==> src/rtl/shift_add_multiplier.sv <==
// shift_add_multiplier: sequential 5x5 unsigned multiplier accumulating through one five_bit_adder.
module five_bit_adder (
  input  logic [4:0] x,
  input  logic [4:0] y,
  output logic [4:0] s,
  output logic       c
);
  assign {c, s} = {1'b0, x} + {1'b0, y};
endmodule

module shift_add_multiplier #(
  parameter int WIDTH = 5
) (
  input  logic               clk,
  input  logic               rst,
  input  logic               start,
  input  logic [WIDTH-1:0]   a,
  input  logic [WIDTH-1:0]   b,
  output logic               busy,
  output logic               done,
  output logic [2*WIDTH-1:0] product
);
  typedef enum logic [1:0] {IDLE, RUN, DONE} state_t;
  state_t state_q, state_d;
  logic [WIDTH-1:0] m_q, m_d, acc_q, acc_d, q_q, q_d;
  logic [2:0] cnt_q, cnt_d;
  logic [2*WIDTH-1:0] product_q, product_d;
  logic [WIDTH-1:0] sum;
  logic carry;
  five_bit_adder u_add (
    .x(acc_q),
    .y(q_q[0] ? m_q : '0),
    .s(sum),
    .c(carry)
  );
  always_comb begin
    state_d   = state_q;
    m_d       = m_q;
    acc_d     = acc_q;
    q_d       = q_q;
    cnt_d     = cnt_q;
    product_d = product_q;
    case (state_q)
      IDLE: if (start) begin
        m_d     = a;
        q_d     = b;
        acc_d   = '0;
        cnt_d   = '0;
        state_d = RUN;
      end
      RUN: begin
        acc_d = {carry, sum[WIDTH-1:1]};
        q_d   = {sum[0], q_q[WIDTH-1:1]};
        cnt_d = cnt_q + 3'd1;
        if (cnt_q == 3'd4) begin
          state_d   = DONE;
          product_d = {acc_d, q_d};
        end
      end
      DONE:    state_d = IDLE;
      default: state_d = IDLE;
    endcase
  end
  always_ff @(posedge clk) begin
    if (rst) begin
      state_q   <= IDLE;
      m_q       <= '0;
      acc_q     <= '0;
      q_q       <= '0;
      cnt_q     <= '0;
      product_q <= '0;
    end else begin
      state_q   <= state_d;
      m_q       <= m_d;
      acc_q     <= acc_d;
      q_q       <= q_d;
      cnt_q     <= cnt_d;
      product_q <= product_d;
    end
  end
  assign busy    = state_q == RUN;
  assign done    = state_q == DONE;
  assign product = product_q;
endmodule

==> config.mk <==
export PLATFORM = sky130hd
export DESIGN_NAME = shift_add_multiplier
export DESIGN_NICKNAME = d
export VERILOG_FILES = /design/src/rtl/shift_add_multiplier.sv
export SDC_FILE = /design/constraint.sdc
export NUM_CORES = 1
export LEC_CHECK = 0
export BUFFER_PORTS_ARGS = -buffer_cell sky130_fd_sc_hd__buf_2
export CAP_MARGIN = 15
export CELL_PAD_IN_SITES_DETAIL_PLACEMENT = 1
export CELL_PAD_IN_SITES_GLOBAL_PLACEMENT = 1
export CORE_AREA = 2 2 62 64
export DETAILED_ROUTE_END_ITERATION = 12
export DIE_AREA = 0 0 64 66
export PLACE_DENSITY = 0.88
export SLEW_MARGIN = 20
export SYNTH_ARGS = -nofsm -noshare
export SYNTH_HDL_FRONTEND = slang
export SYNTH_SLANG_ARGS = --single-unit
==> constraint.sdc <==
create_clock -name clk -period 2.8 [get_ports clk]
set_clock_uncertainty 0.2 [all_clocks]
set_input_delay 0 -clock clk [delete_from_list [all_inputs] [get_ports clk]]
set_output_delay 0 -clock clk [all_outputs]
set_load 0.01 [all_outputs]
# After elaboration in Yosys (flattened, before gate mapping)
# Index checks and enable logic that the tools add are counted.
[classes]
addsub = 2
n_eq_ne = 5
mux = 10
reduce_logical = 6
[ops]
columns = ["op", "count"]
rows = [
  ["$pmux 5 s2", 2],
  ["$mux 5", 3],
  ["$reduce_and 2->1", 4],
  ["$add 5x5->6", 1],
  ["$pmux 3 s2", 1],
  ["$mux 2", 2],
  ["$pmux 2 s2", 1],
  ["$add 3x1->3 const B", 1],
  ["$eq 3x3->1 const B", 1],
  ["$mux 3", 1],
  ["$eq 2x1->1 const B", 1],
  ["$eq 2x2->1 const B", 1],
  ["$logic_not 2->1", 1],
  ["$ne 2x1->1 const B", 1],
  ["$ne 2x2->1 const B", 1],
  ["$reduce_bool 2->1", 1],
]
[totals]
regBits = 30
out_inout_bits = 12

# Depth between registers and ports, before layout
# Gate-level depths: netlist of run 1.
[logic_depth]
ltp_word = 3
depth_mapped = 8
ltp_nobuf = 8

# Cells and area by module
# From an unflattened synthesis of run 1, not the netlist that was laid out.
[hier_totals]
cells_unflattened = 156
hier_area_um2 = 1380.1
[by_module_without_submodules]
columns = ["module", "n_inst", "cells_per_inst", "area_each_um2", "seq_area_each_um2"]
rows = [
  ["shift_add_multiplier", 1, 139, 1221.2, 600.6],
  ["five_bit_adder", 1, 17, 158.9, 0.0],
]

# Worst setup path before layout of run 1
# OpenSTA, ideal clock, no wires.
[synth_timing]
path_type = "flip-flop to flip-flop"
startpoint = "reg q_q[0]"
endpoint = "reg acc_q[3]"
setup_time_ps = 140
arrival_ps = 1545
required_time_ps = 2460
path_slack_ps = 914
path_stages_with_launch = 8
n_path_buf = 0
period_less_slack_ps = 1886
path_cell_list = "dfxtp_1 and2_1 ha_1 inv_1 fa_1 nand2b_1 a21oi_1 o311ai_0"
[synth_between]
elab_chain_len = 3
[synth_lines]
columns = ["item", "line_no", "rtl"]
rows = [
  ["start: declaration", "25", "logic [WIDTH-1:0] m_q, m_d, acc_q, acc_d, q_q, q_d;"],
  ["start signal: assignment", "76", "q_q <= q_d;"],
  ["$mux 5", "32", ".y(q_q[0] ? m_q : '0),"],
  ["$add 5x5->6", "8", "assign {c, s} = {1'b0, x} + {1'b0, y};"],
  ["$pmux 5 s2", "43", "case (state_q)"],
  ["end signal: assignment", "68", "acc_q <= '0;"],
  ["end signal: assignment", "75", "acc_q <= acc_d;"],
  ["end: declaration", "25", ""],
]
# No other way between the ends.
# A chain may end at the register's enable or synchronous reset.

# Final worst setup path of run 1
[layout_timing]
startpoint = "reg state_q[0]"
endpoint = "reg m_q[0]"
[layout_between]
elab_chain_len = 2
[layout_lines]
columns = ["item", "line_no", "rtl"]
rows = [
  ["start: declaration", "24", "state_t state_q, state_d;"],
  ["start signal: assignment", "73", "state_q <= state_d;"],
  ["$logic_not 2->1", "43", ""],
  ["$reduce_and 2->1 (no source line)", "-", ""],
  ["end signal: assignment", "74", "m_q <= m_d;"],
  ["end: declaration", "25", ""],
]
# No other way between the ends.

==> results.md, run 1 <==
- Status: completed
- Postcts setup bufs: 0
- Power Dens Cells: roughly 500 nW/um2
- Tcrit/Tclk final: 0.771
- Max Root-Sink Buffers: 2
- IO Count: 25
- Vias in the first global route: 1,439
- Mapped Avg Cell Area: roughly 8.6 um2
- Dominant cell type by area after synthesis: dfxtp_1
- Final min period: 2.16 ns
- Syn_nets: just under 200
- Overflow after GRT: 0
- Critical path class: flop to flop
- Drc violations: 0
- Data required, critical path: roughly 2.8 ns
- Fin Setup TNS: 0 ns
- WP data arrival: 2.18 ns
- Inserted Clock Buffers: 5
- Crit start category: flop
- Reg clk slew, reported paths: ~0.10 ns
- Row cnt: 22
- PortBufs: 24
- Final Instance Area: 1860 um2
- FILL cells: about 440
- Drt pass-1 iters: 4
- Synth async-reset ratio: 0
- Max Cap Violations: 0
- Yosys reg bits: 30
- CTS tree: built
- Worst skew pair latency: 0.33 ns
- Max Slew Vio Count: 0
- Cell count after synthesis: 175
- Worst Hold Class: flop to flop
- Total number of vias: 1,334
- Register area share after synthesis: 0.400
- Diodes inserted: 0
- RSZ-0062 raised after global routing: false
- Top cell type's share of synthesized area: 0.400
- DR WL/cell: 14.8 um
- Initial Util: 0.423
- Top_reg_cell synth: dfxtp_1
- Top delay family on crit path: buffers and inverters
- DP Wirelength: 2.54 mm
- Netlist cell types: 40
- Area grow syn2layout: 24.0%
- Worst-Margin Slew: 0.665 ns
- Routed WL: approximately 3.9 mm
- Cell Area, Placed: approximately 1600 um2
- Slowest CP cell: dlygate4sd3_1
- Die Wd: around 64 um
- Worst Setup End Kind: flop
- Initial antenna violation count: 0
- DIE AREA: approximately 4200 um2
- Post-synth top cells: dfxtp_1 (30), nor2_1 (30), nand2_1 (18)
- Initial drt markers: 60
- Crit-path max cell delay: roughly 0.58 ns
- Worst vdd ir: between 200 and 300 uV
- Static Leakage: between 0.0008 and 0.0009 uW
- # setup viols final: 0
- # nets final: 234
- ANT nets after route: 0
- CP bufs+invs: 1
- Synth warn: 0
- Vias per inst: roughly 5
- Final number of hold-violating endpoints: 0
- Share of cells above drive strength 1: 0.188
- CTS Root Cell: clkbuf_4
- Post-Synthesis Cell Area: roughly 1500 um2
- Fmax: between 0.4 and 0.5 GHz
- CP Max Fanout: 13
- TritonCTS Sinks: 30
- H-tree Lvls: 2
- Total core area: roughly 3600 um2
- DIE HEIGHT: 66 um
- Placer congestion estimate: approximately 0.76
- Pin count of the biggest net entering global routing: 39
- Critical-path cell list: nor3b_4 -> mux2i_1 -> nor2_1 -> dlygate4sd3_1
- Relative slew slack: 0.556
- Total GRT Usage: 0.209
- EDFF count, synth: 0
- Synth area leaders: dfxtp_1 (40%), nor2_1 (7.5%), ha_1 (5.8%)
- First-pass GRT wire length: between 6 and 7 mm
cell type report:
type                       count  area, um2  share of cell area
clock buffer                   6       51.3              0.0276
multi-input combinational    128        803               0.431
inverter                       7       26.3              0.0141
sequential                    30        601               0.323
tap                           48       60.1              0.0323
timing repair buffer          41        290               0.156
clock inverter                 1       30.0              0.0161
flip-flops by register name, summed over array words and instances, names as in the netlist:
register and flops:
acc_q 5, cnt_q 3, m_q 5, product 10, q_q 5, state_q 2
worst register-to-register path: cells and delay by family (launching register included):
| family | cells | cell delay [ns] |
|---|---|---|
| DFF | 1 | 0.46 |
| muxes | 1 | 0.26 |
| and+or+nand+nor | 2 | 0.54 |
| buffers and inverters | 1 | 0.58 |
worst paths after layout:
| kind | startpoint | endpoint | slack [ns] | cells after the start |
|---|---|---|---|---|
| max | state_q[0] | m_q[0] | 0.64 | 4 |
| min | product[2] | product[2] | 0.26 | 2 |
| max reg2reg | state_q[0] | m_q[0] | 0.64 | 4 |
| min reg2reg | product[2] | product[2] | 0.26 | 2 |
cells in the final DEF (no fill, tap or decap), types with 2 or more instances in the layout:
cell,n
nor2_1,30
dfxtp_1,30
buf_2,24
nand2_1,18
dlygate4sd3_1,17
a21oi_1,15
nor3_1,8
ha_1,7
inv_1,6
mux2i_1,5
clkbuf_4,5
and2_1,4
nor2b_1,4
nand3b_1,4
nor2_2,3
nor4b_1,2
nor3b_1,2
a211o_1,2
a22oi_1,2
a211oi_1,2
a211oi_2,2
nand2b_1,2
report_power, final:
group	switching [uW]	internal [uW]
sequential	15.9	442
clock	152	208
combinational	59.2	54.5
metal layers:
metal,track usage,vias to the layer above,part of all wire
li1,-,664,-
met1,0.240,637,0.45
met3,0.0528,9,0.033
met2,0.374,24,0.50
met5,0,-,0
met4,0.0761,0,0.019
cells by family after synthesis:
group,share of synthesized area
adders and majority gates,0.0717
AOI/OAI and AO/OA,0.134
xor gates and xnor gates,0.00583
DFF,0.400
buffers and inverters,0.0650
muxes,0.0333
and+or+nand+nor,0.290
stage by stage:
step,utilization,power [uW],instances,hold slack (ns),setup WS (ns)
floorplan,-,534,175,-0.0532,0.914
global placement,0.453,555,237,0.0345,0.814
detailed placement,0.453,560,237,0.0428,0.697
CTS,0.524,939,261,0.267,0.657
global route,0.524,975,261,0.298,0.502
finish,0.524,932,261,0.262,0.641
timing repair:
action	CTS	global route
hold buffers	17	0
hold endpoints to repair	14	0
resized for setup	0	0
Power figures use the tool's default switching activity.
==> inputs of run 2 (changes only) <==
--- a/config.mk
+++ b/config.mk
@@ -9,10 +9,10 @@
 export CAP_MARGIN = 15
 export CELL_PAD_IN_SITES_DETAIL_PLACEMENT = 1
 export CELL_PAD_IN_SITES_GLOBAL_PLACEMENT = 1
-export CORE_AREA = 2 2 62 64
+export CORE_AREA = 2 2 64 66
 export DETAILED_ROUTE_END_ITERATION = 12
-export DIE_AREA = 0 0 64 66
-export PLACE_DENSITY = 0.88
+export DIE_AREA = 0 0 66 68
+export PLACE_DENSITY = 0.84
 export SLEW_MARGIN = 20
 export SYNTH_ARGS = -nofsm -noshare
 export SYNTH_HDL_FRONTEND = slang
==> constraint.sdc (replaced) <==
create_clock -name clk -period 2.2 [get_ports clk]
set_clock_uncertainty 0.2 [all_clocks]
set_input_delay 0 -clock clk [delete_from_list [all_inputs] [get_ports clk]]
set_output_delay 0 -clock clk [all_outputs]
set_load 0.01 [all_outputs]
==> run 2 against run 1 <==
  * Sequential power grew 28%
  * Global-route usage shrank 0.81 points
  * Flip-flop and latch count is the same
  * Core utilization shrank 2.6 points
  * Total power grew 29%
  * Worst setup slack lost 0.52 ns
==> results.md, run 2 (synthesized netlist as in run 1, its figures left out) <==
- Drc violations: 0
- TritonCTS Sinks: 30
- Die Wd: between 60 and 70 um
- Commonest non-fill, non-tap cells in the layout: nor2_1 (30), dfxtp_1 (30), buf_2 (24)
- # nets final: about 240
- Pin count of the biggest net entering global routing: 28
- Critical path class: flop to flop
- Total GRT Usage: 0.201
- Static Leakage: about 0.00083 uW
- CTS Root Cell: clkbuf_8
- Post-placement cell count: between 200 and 250
- Layout Cells excl Fill: 268
- Max Cap Violations: 0
- ANT nets after route: 0
- Data required, critical path: roughly 2.2 ns
- Min-delay src: product[1]
- Total power: 1200 uW
- DP Wirelength: around 2.6 mm
- Reg clk slew, reported paths: approximately 0.070 ns
- FILL cells: 485
- Switching part of the total: 0.260
- Drt pass-1 iters: 4
- Seq pwr share: 0.486
- Total number of vias: approximately 1,400
- Placer congestion estimate: 0.775
- Inserted Clock Buffers: 5
- Power Dens Cells: 627 nW/um2
- Overflow after GRT: 0
- Final min period: ~2.1 ns
- Status: completed
- Final number of hold-violating endpoints: 0
- CP Max Fanout: 13
- Logic pwr share: 0.129
- DR WL/cell: 15.3 um
- Worst Hold Class: flop to flop
- Final Util: 0.498
- Area grow syn2layout: 27.9%
- Tcrit/Tclk final: 0.946
- WP data arrival: around 2.1 ns
- Worst-Margin Slew: roughly 0.54 ns
- Diodes inserted: 0
- Max Slew Vio Count: 0
- First-pass GRT wire length: roughly 6.6 mm
- Worst Setup End Kind: flop
- Total core area: 3860 um2
- Clock power share: 0.385
- IO Count: 25
- Row cnt: 23
- Worst vdd ir: 363 uV
- Max Root-Sink Buffers: 2
- Initial drt markers: 54
- DIE HEIGHT: around 68 um
- Vias per inst: 5.09
- CTS tree: built
- Max reg flops: 10
- Vias in the first global route: 1,370
- Worst skew pair latency: between 0.2 and 0.3 ns
- Fin Setup TNS: 0 ns
- Setup crit start: state_q[0]
- H-tree Lvls: 2
- # setup viols final: 0
- WHS: between 0.2 and 0.3 ns
- Initial antenna violation count: 0
- PortBufs: 24
- Relative slew slack: 0.640
- Routed WL: 4.10 mm
- Worst r2r src: state_q[0]
- Initial Util: 0.389
- DIE AREA: ~4500 um2
- Crit start category: flop
- RSZ-0062 raised after global routing: false
- Sw power: ~310 uW
- Share of cells above drive strength 1: 0.206
- Fmax: around 0.48 GHz
- Internal power: roughly 890 uW
## run 2: changes by cell type in the layout (fill, tap and decap cells not counted)
cell	previous run	this run
a21oi_2	0	1
clkbuf_1	0	1
clkbuf_4	5	0
buf_4	0	3
a21oi_1	15	14
clkbuf_8	1	6
bufinv_16	1	0
clkinv_2	0	1
buf_12	0	1
## run 2: area by class of cell
type | instances | area (um2) | area share
repair buffers | 45 | 333 | 0.173
well taps | 50 | 62.6 | 0.0326
flip-flops and latches | 30 | 601 | 0.313
clock inverters | 1 | 5.00 | 0.00261
clock buffers | 7 | 86.3 | 0.0450
inverters | 7 | 26.3 | 0.0137
multi-input cells | 128 | 807 | 0.420
## run 2: what timing repair did
item | in CTS | in global routing
gates resized for setup | 0 | 1
endpoints found under the setup margin | 0 | 7
endpoints found under the hold margin | 15 | 0
setup buffers | 0 | 1
hold buffers | 17 | 0
## run 2: worst paths after layout
check / endpoint / slack [ns] / cells after the start
max: q_q[2] / 0.12 / 5
min: product[1] / 0.26 / 2
max reg2reg: q_q[2] / 0.12 / 5
min reg2reg: product[1] / 0.26 / 2
## run 2: power groups by stage
| stage | logic [uW] | registers [uW] | clock network, uW |
|---|---|---|---|
| after floorplan | 92.6 | 587 | 0 |
| after global placement | 113 | 595 | 0 |
| after detailed placement | 116 | 596 | 0 |
| after CTS | 145 | 585 | 479 |
| after global routing | 169 | 589 | 501 |
| final | 156 | 585 | 464 |
## run 2: per-layer routing
| layer | part of all wire | wire length [um] | global-route usage | vias up |
|---|---|---|---|---|
| li1 | - | - | - | 674 |
| met1 | 0.43 | 1770 | 0.223 | 655 |
| met2 | 0.52 | 2120 | 0.356 | 27 |
| met3 | 0.033 | 135 | 0.0559 | 9 |
| met4 | 0.017 | 70 | 0.0969 | 0 |
| met5 | 0 | 0 | 0 | - |
## run 2: metrics by stage
step | cell area, um2 | setup WS [ns]
after floorplan | 1500 | 0.314
after global placement | 1640 | 0.230
after detailed placement | 1640 | 0.147
after CTS | 1900 | 0.0397
after global routing | 1920 | 0.00284
final | 1920 | 0.119
## run 2: critical path: stages (launching register included)
cell and delay, ns:
dfxtp_1 0.66, nor2_1 0.13, a21oi_1 0.19, dlygate4sd3_1 0.57, nor2_1 0.04, nor3_1 0.20
==> inputs of run 3 (changes only) <==
--- a/config.mk
+++ b/config.mk
@@ -5,6 +5,7 @@
 export SDC_FILE = /design/constraint.sdc
 export NUM_CORES = 1
 export LEC_CHECK = 0
+export ABC_AREA = 1
 export BUFFER_PORTS_ARGS = -buffer_cell sky130_fd_sc_hd__buf_2
 export CAP_MARGIN = 15
 export CELL_PAD_IN_SITES_DETAIL_PLACEMENT = 1
@@ -12,7 +13,7 @@
 export CORE_AREA = 2 2 64 66
 export DETAILED_ROUTE_END_ITERATION = 12
 export DIE_AREA = 0 0 66 68
-export PLACE_DENSITY = 0.84
+export PLACE_DENSITY = 0.83
 export SLEW_MARGIN = 20
 export SYNTH_ARGS = -nofsm -noshare
 export SYNTH_HDL_FRONTEND = slang
==> run 3 against run 2 <==
  * Fmax up 3.2%
  * Flip-flop and latch count is the same
  * Die area stayed put
  * Cell count grew 5.6%
  * First-iteration DRC count fell by 43%
  * Critical path type is now input port to flop
  * Critical endpoint is now q_q[4]
  * Largest cell class unchanged
  * Highest routed layer unchanged
==> results.md, run 3 <==
- Share of cells above drive strength 1: 0.172
- Mux contribution to synthesized area: 0
- Total power: around 1200 uW
- Mapped Avg Cell Area: ~7.4 um2
- Data required, critical path: around 2.2 ns
- PostCTS Resize Cnt: 0
- Multi-input gate area: 699 um2
- Internal power: 872 uW
- DIE HEIGHT: around 70 um
- Worst-Margin Slew: about 0.46 ns
- Max reg flops: 10
- Top_reg_cell synth: dfxtp_1
- H-tree Lvls: 2
- Fmax: 0.496 GHz
- CTS tree: built
- Tcrit/Tclk final: 0.916
- Critical path class: input port to flop
- Worst Hold Class: flop to flop
- Reg2Reg Setup Slack: ~0.19 ns
- Commonest non-fill, non-tap cells in the layout: nor2_1 (39), nand2_1 (38), dfxtp_1 (30)
- Vias in the first global route: around 1,400
- Worst r2r src: q_q[0]
- Overflow after GRT: 0
- Switching part of the total: 0.262
- Worst Setup End Kind: flop
- Static Leakage: between 0.0009 and 0.001 uW
- IO Count: 25
- Clock power share: 0.397
- DP Wirelength: between 2 and 3 mm
- Inserted Clock Buffers: 5
- CP bufs+invs: 4
- Diodes inserted: 0
- Synth warn: 0
- Total GRT Usage: 0.193
- Total core area: roughly 3900 um2
- Post-synth top cells: nor2_1 (39), nand2_1 (38), dfxtp_1 (30)
- Cell count after synthesis: approximately 190
- Fin Setup TNS: 0 ns
- Status: completed
- Area grow syn2layout: 27.4%
- Max Cap Violations: 0
- FILL cells: slightly above 500
- Count leader, synth: nor2_1
- # setup viols final: 0
- WP data arrival: slightly above 2 ns
- Routed WL: 3.71 mm
- Pin count of the biggest net entering global routing: 18
- Worst vdd ir: about 370 uV
- PortBufs: 24
- ANT nets after route: 0
- Synth async-reset ratio: 0
- Max Slew Vio Count: 0
- Initial Util: 0.369
- Netlist cell types: 26
- Seq pwr share: 0.494
- Post-Synth XOR/XNOR Area: 0.0123
- DIE AREA: approximately 4500 um2
- Logic pwr share: 0.110
- Slowest CP cell: dlygate4sd3_1
- # nets final: 253
- Reg2Reg Capture Point: product[8]
- Simple-gate share of the synthesized area: 0.283
- Total number of vias: around 1,400
- Area share of fa/ha/maj cells after synthesis: 0.0756
- TritonCTS Sinks: 30
- Reg area: about 600 um2
- Worst skew pair latency: a little under 0.3 ns
- Synth area leaders: dfxtp_1 (42%), nor2_1 (10%), nand2_1 (10%)
- Most common cell after layout, fill and taps aside: nor2_1
- Critical-path cell list: dlygate4sd3_1 -> buf_2 -> inv_1 -> o21ai_0 -> a31oi_1 -> dlygate4sd3_1
- Yosys reg bits: 30
- First-pass GRT wire length: between 6 and 7 mm
- Post-Synthesis Cell Area: between 1000 and 1500 um2
- Reg2reg path depth: 13
- Relative slew slack: 0.694
- CTS Root Cell: clkbuf_8
- Complex-gate fraction of the synthesized area: 0.120
- Vias per inst: ~4.9
- Top cell type's share of synthesized area: 0.422
- Initial antenna violation count: 0
- Sw power: approximately 310 uW
- Power Dens Cells: ~650 nW/um2
- Crit start category: input port
- Syn_nets: approximately 210
- CP Max Fanout: 17
- Reg clk slew, reported paths: ~0.060 ns
- Die Wd: between 60 and 70 um
- Initial drt markers: 31
- Final number of hold-violating endpoints: 0
- Most numerous cell on the critical path: dlygate4sd3_1
- Final min period: 2.02 ns
- Final Util: 0.470
- RSZ-0062 raised after global routing: false
- EDFF count, synth: 0
- Row cnt: 23
- Crit-path max cell delay: 0.57 ns
- Postcts setup bufs: 0
- Drc violations: 0
- Largest family of logic cells by synthesized area: simple AND/OR/NAND/NOR gates
- Max Root-Sink Buffers: 2
- DR WL/cell: approximately 13 um
- WHS Path Cells: 2
- Top delay family on crit path: buffers and inverters
- Drt pass-1 iters: 4
- Hold Path End: acc_q[2]
- Register area share after synthesis: 0.422
- Dominant cell type by area after synthesis: dfxtp_1
- Placer congestion estimate: between 0.8 and 0.9
- Min-delay src: acc_q[2]
## run 3: worst max-delay path by stage
stage            from          to  cells after the start
2_1_floorplan  q_q[0]  product[8]                     13
3_3_place_gp   q_q[0]  product[8]                     13
3_5_place_dp   q_q[0]  product[8]                     13
4_1_cts        q_q[0]  product[8]                     13
5_1_grt        q_q[0]  product[8]                     13
6_report          rst      q_q[4]                      6
## run 3: repair_timing
action	4_1_cts	5_1_grt
endpoints found under the hold margin	21	0
setup endpoints to repair	0	0
hold buffers	14	0
## run 3: cells by family (layout without fill, tap and decap cells)
| group | Yosys count | in the layout |
|---|---|---|
| buffers and inverters | 29 | 71 |
| DFF | 30 | 30 |
| and+or+nand+nor | 93 | 93 |
| xor gates and xnor gates | 2 | 2 |
| AOI/OAI and AO/OA | 29 | 29 |
| adders and majority gates | 8 | 8 |
## run 3: layout make-up
type                       instances  area share
multi-input combinational        132       0.386
sequential                        30       0.331
timing repair buffer              38       0.144
inverter                          25      0.0518
clock buffer                       6      0.0456
tap                               50      0.0345
clock inverter                     2     0.00691
## run 3: power groups by stage
| stage | logic, uW | registers (uW) | clock network [uW] |
|---|---|---|---|
| 2_1_floorplan | 74.0 | 591 | 0 |
| 3_3_place_gp | 103 | 595 | 0 |
| 3_5_place_dp | 106 | 595 | 0 |
| 4_1_cts | 130 | 583 | 481 |
| 5_1_grt | 147 | 587 | 506 |
| 6_report | 130 | 584 | 469 |
## run 3: per-layer routing
layer	up-vias	GRT usage	wire length [um]
met5	-	0	0
met4	0	0.117	136
met3	12	0.0362	100
met2	23	0.335	1830
met1	652	0.221	1650
li1	686	-	-
## run 3: metrics by stage
stage               cell area [um2]  setup WS, ns  hold WS, ns  cells
CTS                            1810         0.174        0.269    283
global route                   1810       0.00129        0.291    283
finish                         1810         0.184        0.263    283
detailed placement             1580         0.209       0.0657    261
floorplan                      1420         0.396      -0.0395    191
global placement               1580         0.306       0.0565    261
## run 3: worst min-delay path: stages (launching register included)
cell and delay, ns:
dfxtp_1 0.31, nand2_1 0.06, nand2_1 0.04
